==> src/rtl/sumador_serial_if.sv <==
// Operand/result bundle for the bit-serial adder: start/busy/done handshake
// plus the operand and result buses.
interface sumador_serial_if #(
  parameter int N = 4
);
  logic         start;
  logic [N-1:0] num1;
  logic [N-1:0] num2;
  logic         busy;
  logic         done;
  logic [N-1:0] Result;
  logic         Carryout;

  modport master (
    output start, num1, num2,
    input  busy, done, Result, Carryout
  );

  modport slave (
    input  start, num1, num2,
    output busy, done, Result, Carryout
  );
endinterface

==> src/rtl/sumador_serial.sv <==
// Bit-serial N-bit adder: one full-adder step per clock, LSB first.
// Result/Carryout update only on entry to DONE, so partial sums never leak out.
module sumador_serial #(
  parameter int N = 4
) (
  input  logic           clk,
  input  logic           rst_n,
  sumador_serial_if.slave bus
);
  localparam int CW = $clog2(N) + 1;

  typedef enum logic [1:0] {IDLE, SHIFT, DONE} state_t;

  state_t        state_reg, state_next;
  logic [N-1:0]  a_reg, a_next;
  logic [N-1:0]  b_reg, b_next;
  logic [N-1:0]  s_reg, s_next;
  logic [N-1:0]  result_reg, result_next;
  logic          c_reg, c_next;
  logic          carry_reg, carry_next;
  logic          busy_reg, busy_next;
  logic          done_reg, done_next;
  logic [CW-1:0] cnt_reg, cnt_next;
  logic          sum_bit;
  logic          carry_bit;

  always_ff @(posedge clk or negedge rst_n) begin
    if (!rst_n) begin
      state_reg  <= IDLE;
      a_reg      <= '0;
      b_reg      <= '0;
      s_reg      <= '0;
      result_reg <= '0;
      c_reg      <= 1'b0;
      carry_reg  <= 1'b0;
      busy_reg   <= 1'b0;
      done_reg   <= 1'b0;
      cnt_reg    <= '0;
    end else begin
      state_reg  <= state_next;
      a_reg      <= a_next;
      b_reg      <= b_next;
      s_reg      <= s_next;
      result_reg <= result_next;
      c_reg      <= c_next;
      carry_reg  <= carry_next;
      busy_reg   <= busy_next;
      done_reg   <= done_next;
      cnt_reg    <= cnt_next;
    end
  end

  always_comb begin
    state_next  = state_reg;
    a_next      = a_reg;
    b_next      = b_reg;
    s_next      = s_reg;
    result_next = result_reg;
    c_next      = c_reg;
    carry_next  = carry_reg;
    cnt_next    = cnt_reg;
    busy_next   = 1'b0;
    done_next   = 1'b0;
    sum_bit     = a_reg[0] ^ b_reg[0] ^ c_reg;
    carry_bit   = (a_reg[0] & b_reg[0]) | (c_reg & (a_reg[0] ^ b_reg[0]));

    // busy/done are computed from the next state so they are plain flops
    case (state_reg)
      IDLE: begin
        if (bus.start) begin
          a_next     = bus.num1;
          b_next     = bus.num2;
          c_next     = 1'b0;
          cnt_next   = '0;
          state_next = SHIFT;
          busy_next  = 1'b1;
        end
      end
      SHIFT: begin
        c_next = carry_bit;
        a_next = a_reg >> 1;
        b_next = b_reg >> 1;
        s_next = {sum_bit, s_reg[N-1:1]};
        if (cnt_reg == CW'(N - 1)) begin
          // last bit: publish the completed sum; counter parks at N-1
          result_next = {sum_bit, s_reg[N-1:1]};
          carry_next  = carry_bit;
          state_next  = DONE;
          done_next   = 1'b1;
        end else begin
          cnt_next  = cnt_reg + CW'(1);
          busy_next = 1'b1;
        end
      end
      DONE: begin
        state_next = IDLE;
      end
      default: begin
        state_next = IDLE;
      end
    endcase
  end

  assign bus.busy     = busy_reg;
  assign bus.done     = done_reg;
  assign bus.Result   = result_reg;
  assign bus.Carryout = carry_reg;
endmodule

==> src/flat_wrapper.sv <==
// flat-port wrapper written by rule: the top's interface ports become plain ports
module sumador_serial_flat 
#(
  parameter int N = 4
)
  (clk, rst_n, bus_start, bus_num1, bus_num2, bus_busy, bus_done, bus_Result, bus_Carryout);
  sumador_serial_if #(.N(N)) bus_i ();
  input  logic clk;
  input  logic rst_n;
  input wire logic [$bits(bus_i.start)-1:0] bus_start;
  input wire logic [$bits(bus_i.num1)-1:0] bus_num1;
  input wire logic [$bits(bus_i.num2)-1:0] bus_num2;
  output wire logic [$bits(bus_i.busy)-1:0] bus_busy;
  output wire logic [$bits(bus_i.done)-1:0] bus_done;
  output wire logic [$bits(bus_i.Result)-1:0] bus_Result;
  output wire logic [$bits(bus_i.Carryout)-1:0] bus_Carryout;
  assign bus_i.start = bus_start;
  assign bus_i.num1 = bus_num1;
  assign bus_i.num2 = bus_num2;
  assign bus_busy = bus_i.busy;
  assign bus_done = bus_i.done;
  assign bus_Result = bus_i.Result;
  assign bus_Carryout = bus_i.Carryout;
  sumador_serial #(.N(N)) u_core (.clk(clk), .rst_n(rst_n), .bus(bus_i));
endmodule
==> config.mk <==
export PLATFORM = sky130hd
export DESIGN_NAME = sumador_serial_flat
export DESIGN_NICKNAME = d
export VERILOG_FILES = /design/src/rtl/sumador_serial_if.sv /design/src/rtl/sumador_serial.sv /design/src/flat_wrapper.sv
export SDC_FILE = /design/constraint.sdc
export NUM_CORES = 1
export LEC_CHECK = 0
export ABC_AREA = 1
export CELL_PAD_IN_SITES_DETAIL_PLACEMENT = 1
export CELL_PAD_IN_SITES_GLOBAL_PLACEMENT = 1
export CORE_AREA = 2 2 56 58
export DETAILED_ROUTE_END_ITERATION = 10
export DIE_AREA = 0 0 58 60
export DONT_BUFFER_PORTS = 1
export PLACE_DENSITY = 0.74
export SLEW_MARGIN = 0
export SYNTH_ARGS = -nofsm -noshare
export SYNTH_HDL_FRONTEND = slang
export SYNTH_SLANG_ARGS = --single-unit
==> constraint.sdc <==
create_clock -name clk -period 1.6 [get_ports clk]
set_clock_uncertainty 0.15 [all_clocks]
set_input_delay 0.24 -clock clk [delete_from_list [all_inputs] [get_ports clk]]
set_output_delay 0.24 -clock clk [all_outputs]
set_load 0.1 [all_outputs]
Word level (Yosys, flattened, before mapping) --
Cells that the tools add are included.
Storage, ports and cells: register bits 25, bits in latches 0, bits in writable memories 0, ROM bits 0, bits of input ports 11, output and inout port bits 7, word-level logic and storage cells 44, memories 0
Cells by class: add/subtract/negate cells 1, $mul 0, div/mod/pow operators 0, order comparisons 0, equality and inequality tests 5, shift-type cells 0, mux-type cells 17, bitwise operators 5, reductions and logical operators 6
Operators by type and width (count):
- 4-bit one-hot mux with 2 select lines | 2
- 4-bit 2-to-1 mux | 2
- 3-bit 2-to-1 mux | 2
- 3-bit one-hot mux with 2 select lines | 1
- 2-bit AND reduction | 3
- 1-bit 2-to-1 mux | 5
- 2-bit 2-to-1 mux | 2
- 2-bit != test (second input constant) | 2
- 1-bit one-hot mux with 2 select lines | 2
- 2-bit one-hot mux with 2 select lines | 1
- 3-bit by 1-bit adder with 3-bit output (second input constant) | 1
- 3-bit by 2-bit equality test with 1-bit output (second input constant) | 1
- 3-bit AND reduction | 1
- 1-bit bitwise AND | 2
- 2-bit by 1-bit equality test with 1-bit output (second input constant) | 1
- 2-bit logical NOT | 1
- 2-bit by 1-bit != test with 1-bit output (second input constant) | 1
- 2-bit nonzero test | 1
- 1-bit bitwise XOR | 2
- 1-bit bitwise OR | 1

Longest topological paths before layout --
word-level depth 4, depth in mapped cells 7, depth with buffers taken out 6

Worst setup path after synthesis --
OpenSTA, ideal clock, no wires.
kind register -> register, from reg u_core.cnt_reg[0], to reg u_core.cnt_reg[0], library setup time 0.117 ns, data arrival time 1.128 ns, data required time 1.333 ns, setup slack 0.205 ns, stages on the path, launching flop included 7, buffers on the path 0, period minus slack after synthesis 1.395 ns, cells stage by stage dfrtp_1 -> ha_1 -> ha_1 -> nand2_1 -> nand3_1 -> nand2_1 -> nand2_1
On the way: cells in the longest elaborated chain, start to end 3, elaborated cells between the ends (all ways) 6, those cells by class 1 x add/sub; 2 x eq/ne; 2 x mux; 1 x reduce/logical
Ends and longest elaborated chain:
- from (decl) | RTL line sumador_serial.sv:23 | logic [CW-1:0] cnt_reg, cnt_next;
- from (signal assigned) | RTL line sumador_serial.sv:49 | cnt_reg <= cnt_next;
- 3-bit by 1-bit adder with 3-bit output / 3-bit by 2-bit equality test with 1-bit output (equally long branches) | RTL line sumador_serial.sv:91, sumador_serial.sv:84
- 3-bit 2-to-1 mux / 2-bit != test (equally long branches)
- 3-bit one-hot mux with 2 select lines / 3-bit AND reduction (equally long branches)
Parallel ways exist; a longest one is shown, timed or not. The select of a mux whose other input is x is not followed. A chain may end at the register's enable or synchronous reset.

Worst setup path in the final report --
from reg u_core.cnt_reg[0], to reg u_core.cnt_reg[2]
The elaborated chain is that of the path after synthesis.

==> qor.yml <==
status:
  status: "finished, final reports clean"
cells_and_area:
  design_area_um2: 1340
  fillCellCount: 349
  drive_gt1_frac: 0.182
  nNetsFinal: 158
  areaGrowthSynthToFinish_pct: 19.7
  register_area_um2: 604
  antenna_cells: 0
  multi_input_area_um2: 402
placement:
  dpl.hpwl_um: 1630
  place_ws_ns: 0.00219
  place.gp.congestion: 0.790
  io_buffers: 0
  place_area_um2: 1170
floorplan:
  core_um2: 2900
  rows: 20
  io_pins: 18
  die_w_um: 58
  die_h_um: 60
  initial_core_util: 0.385
  die_area_um2: 3480
critical_path:
  crit_top_cell: "nand2_1"
  worst_ep_required_time_ns: 1.67
  crit_fanout: 5
  crit_path_top_delay_cell: "dfrtp_1"
  slowest_delay_ns: 0.42
  startpoint_type: "flop"
  critPathCaptureType: "flop"
  critPathKind: "reg -> reg"
  critical_path_arrival_ns: 1.57
  path_delay_family: "adder cells"
  crit_path_cell_trace: "ha_1 -> ha_2 -> nand2_2 -> nand3_2 -> nand2_1 -> nand2_1"
  path_buf_inv: 0
power_and_ir_drop:
  power.density_nw_per_um2: 2320
  power_leakage_nw: 0.729
  irDropWorstVdd_v: 0.00112
global_route:
  grt_pass1_wl_um: 4050
  grt_pass1_vias: 940
  antenna_found_initial: 0
  grt_max_degree: 25
  grt_overflow: 0
  grtUsageTotal: 0.158
timing:
  rsz0062_at_grt: "no"
  fin_crit_sh: 0.937
  period_minus_slack_ns: 1.50
  setup_tns_ns: 0
  max_freq_mhz: 667
  setup_viol: 0
  fin_ws_ns: 0.101
  tightest_slew_ns: 1.05
  drv_slew: 0
  max_slew_margin: 0.297
  finalHoldViolCount: 0
logic_synthesis:
  syn_area_um2: 1120
  yosys_warnings: 0
  ys_seq_area_frac: 0.537
  syn_nets: 141
  yosys_register_bits: 24
  ys_types: 17
  syn_inst: 127
  syn-mean-instance-area_um2: 8.81
worst_hold_path:
  hp-class: "in -> async"
detailed_routing:
  avgViaCountPerCell: 4.88
  wl_um: 2290
  drtIter0Drc: 21
  antenna_left: 0
  wire_per_inst_um: 13.0
  route.detailed.drc: 0
  vias: 858
  firstDrtPassIters: 4
clock_network:
  clockBufferDepth: 2
  cts_setup_buffers: 0
  cts_sinks: 24
  numCtsBuffers: 3
  root_buffer: "clkbuf_4"
  cts_tree: "built"
  clk_latency_ns: 0.32
  clk_pin_slew_worst_paths_ns: 0.14
  htree_levels: 1
job:
  max_cap_viol_count: 0
[through the flow]
stage | util | power, mW | instances | hold slack (ns)
2_1_floorplan | - | 2.35 | 127 | -0.206
3_3_place_gp | 0.405 | 2.55 | 163 | -0.205
3_5_place_dp | 0.405 | 2.63 | 163 | -0.205
4_1_cts | 0.457 | 3.13 | 176 | 0.0535
5_1_grt | 0.461 | 3.37 | 176 | 0.0921
6_report | 0.461 | 3.11 | 176 | 0.0114
[kinds of logic (layout without fill, tap and decap cells)]
logic type	count (synthesis)	after routing	share of synthesized area
flops	24	24	0.537
buf+inv	28	44	0.117
fa+ha+maj	3	3	0.0403
compound gates	10	10	0.0582
simple gates	62	62	0.247
[Yosys cell counts]
master | number | area (um^2)
dfrtp_1 | 24 | 601
ha_1 | 2 | 25.0
inv_6 | 1 | 8.76
buf_4 | 1 | 7.51
o21ai_2 | 4 | 35.0
buf_6 | 2 | 22.5
nor2_4 | 1 | 11.3
inv_4 | 1 | 6.26
nand3b_1 | 1 | 7.51
nand2_4 | 1 | 11.3
inv_1 | 23 | 86.3
nor2_1 | 1 | 3.75
nand3_1 | 16 | 80.1
nand2_1 | 40 | 150
nand2_2 | 2 | 12.5
fa_1 | 1 | 20.0
o21ai_0 | 6 | 30.0
[cell type report]
type | instances | share of cell area
clock buffer | 3 | 0.0168
clock inverter | 1 | 0.0224
inverter | 25 | 0.0757
multi-input combinational | 75 | 0.300
sequential | 24 | 0.451
tap | 33 | 0.0308
timing repair buffer | 15 | 0.103
[layer usage]
| metal | share of wire | wire length, um | GRT usage | vias up |
|---|---|---|---|---|
| li1 | - | - | - | 420 |
| met1 | 0.43 | 982 | 0.181 | 411 |
| met2 | 0.52 | 1190 | 0.287 | 23 |
| met3 | 0.039 | 90 | 0.0216 | 4 |
| met4 | 0.013 | 30 | 0.0764 | 0 |
| met5 | 0 | 0 | 0 | - |
[where the power goes]
part / leakage, nW / switching [mW] / internal, mW
Combinational: 0.406 / 0.947 / 0.439
Sequential: 0.295 / 0.402 / 0.876
Clock: 0.0279 / 0.192 / 0.253
Total: 0.729 / 1.54 / 1.57
[worst register-to-register path: stages, from the launching register on]
cell and delay (ns):
dfrtp_1 0.42, ha_1 0.22, ha_2 0.21, nand2_2 0.11, nand3_2 0.13, nand2_1 0.10, nand2_1 0.07
[worst paths after layout]
check                           cells after the start  slack, ns                           from                                to
worst max-delay path                                6       0.10  u_core.cnt_reg[0]$_DFFE_PN0P_     u_core.cnt_reg[2]$_DFFE_PN0P_
worst min-delay path                                1       0.01                          rst_n  u_core.bus.Result[2]$_DFFE_PN0P_
worst max register to register                      6       0.10  u_core.cnt_reg[0]$_DFFE_PN0P_     u_core.cnt_reg[2]$_DFFE_PN0P_
worst min register to register                      2       0.35    u_core.s_reg[1]$_DFFE_PN0N_  u_core.bus.Result[0]$_DFFE_PN0P_
max in group asynchronous                           1       0.59                          rst_n  u_core.bus.Result[1]$_DFFE_PN0P_
min in group clk                                    4       0.06                      bus_start       u_core.b_reg[3]$_DFFE_PN0P_
[cells in the final DEF (no fill, tap or decap), types with 2 or more instances in the layout]
master and instances:
dfrtp_1 21, o21ai_0 6, buf_4 6, nand3_1 15, nand2_4 2, inv_1 23, clkbuf_4 3, nand2_1 39
o21ai_2 4, nand2_2 2, dlygate4sd3_1 8, dfrtp_2 3
[what timing repair did]
item	in CTS	in global routing
endpoints found under the setup margin	5	7
gates resized for setup	4	4
pin swaps	0	0
hold endpoints to repair	32	0
hold buffers	9	0
Note: power is estimated with default switching activity, not from simulation.
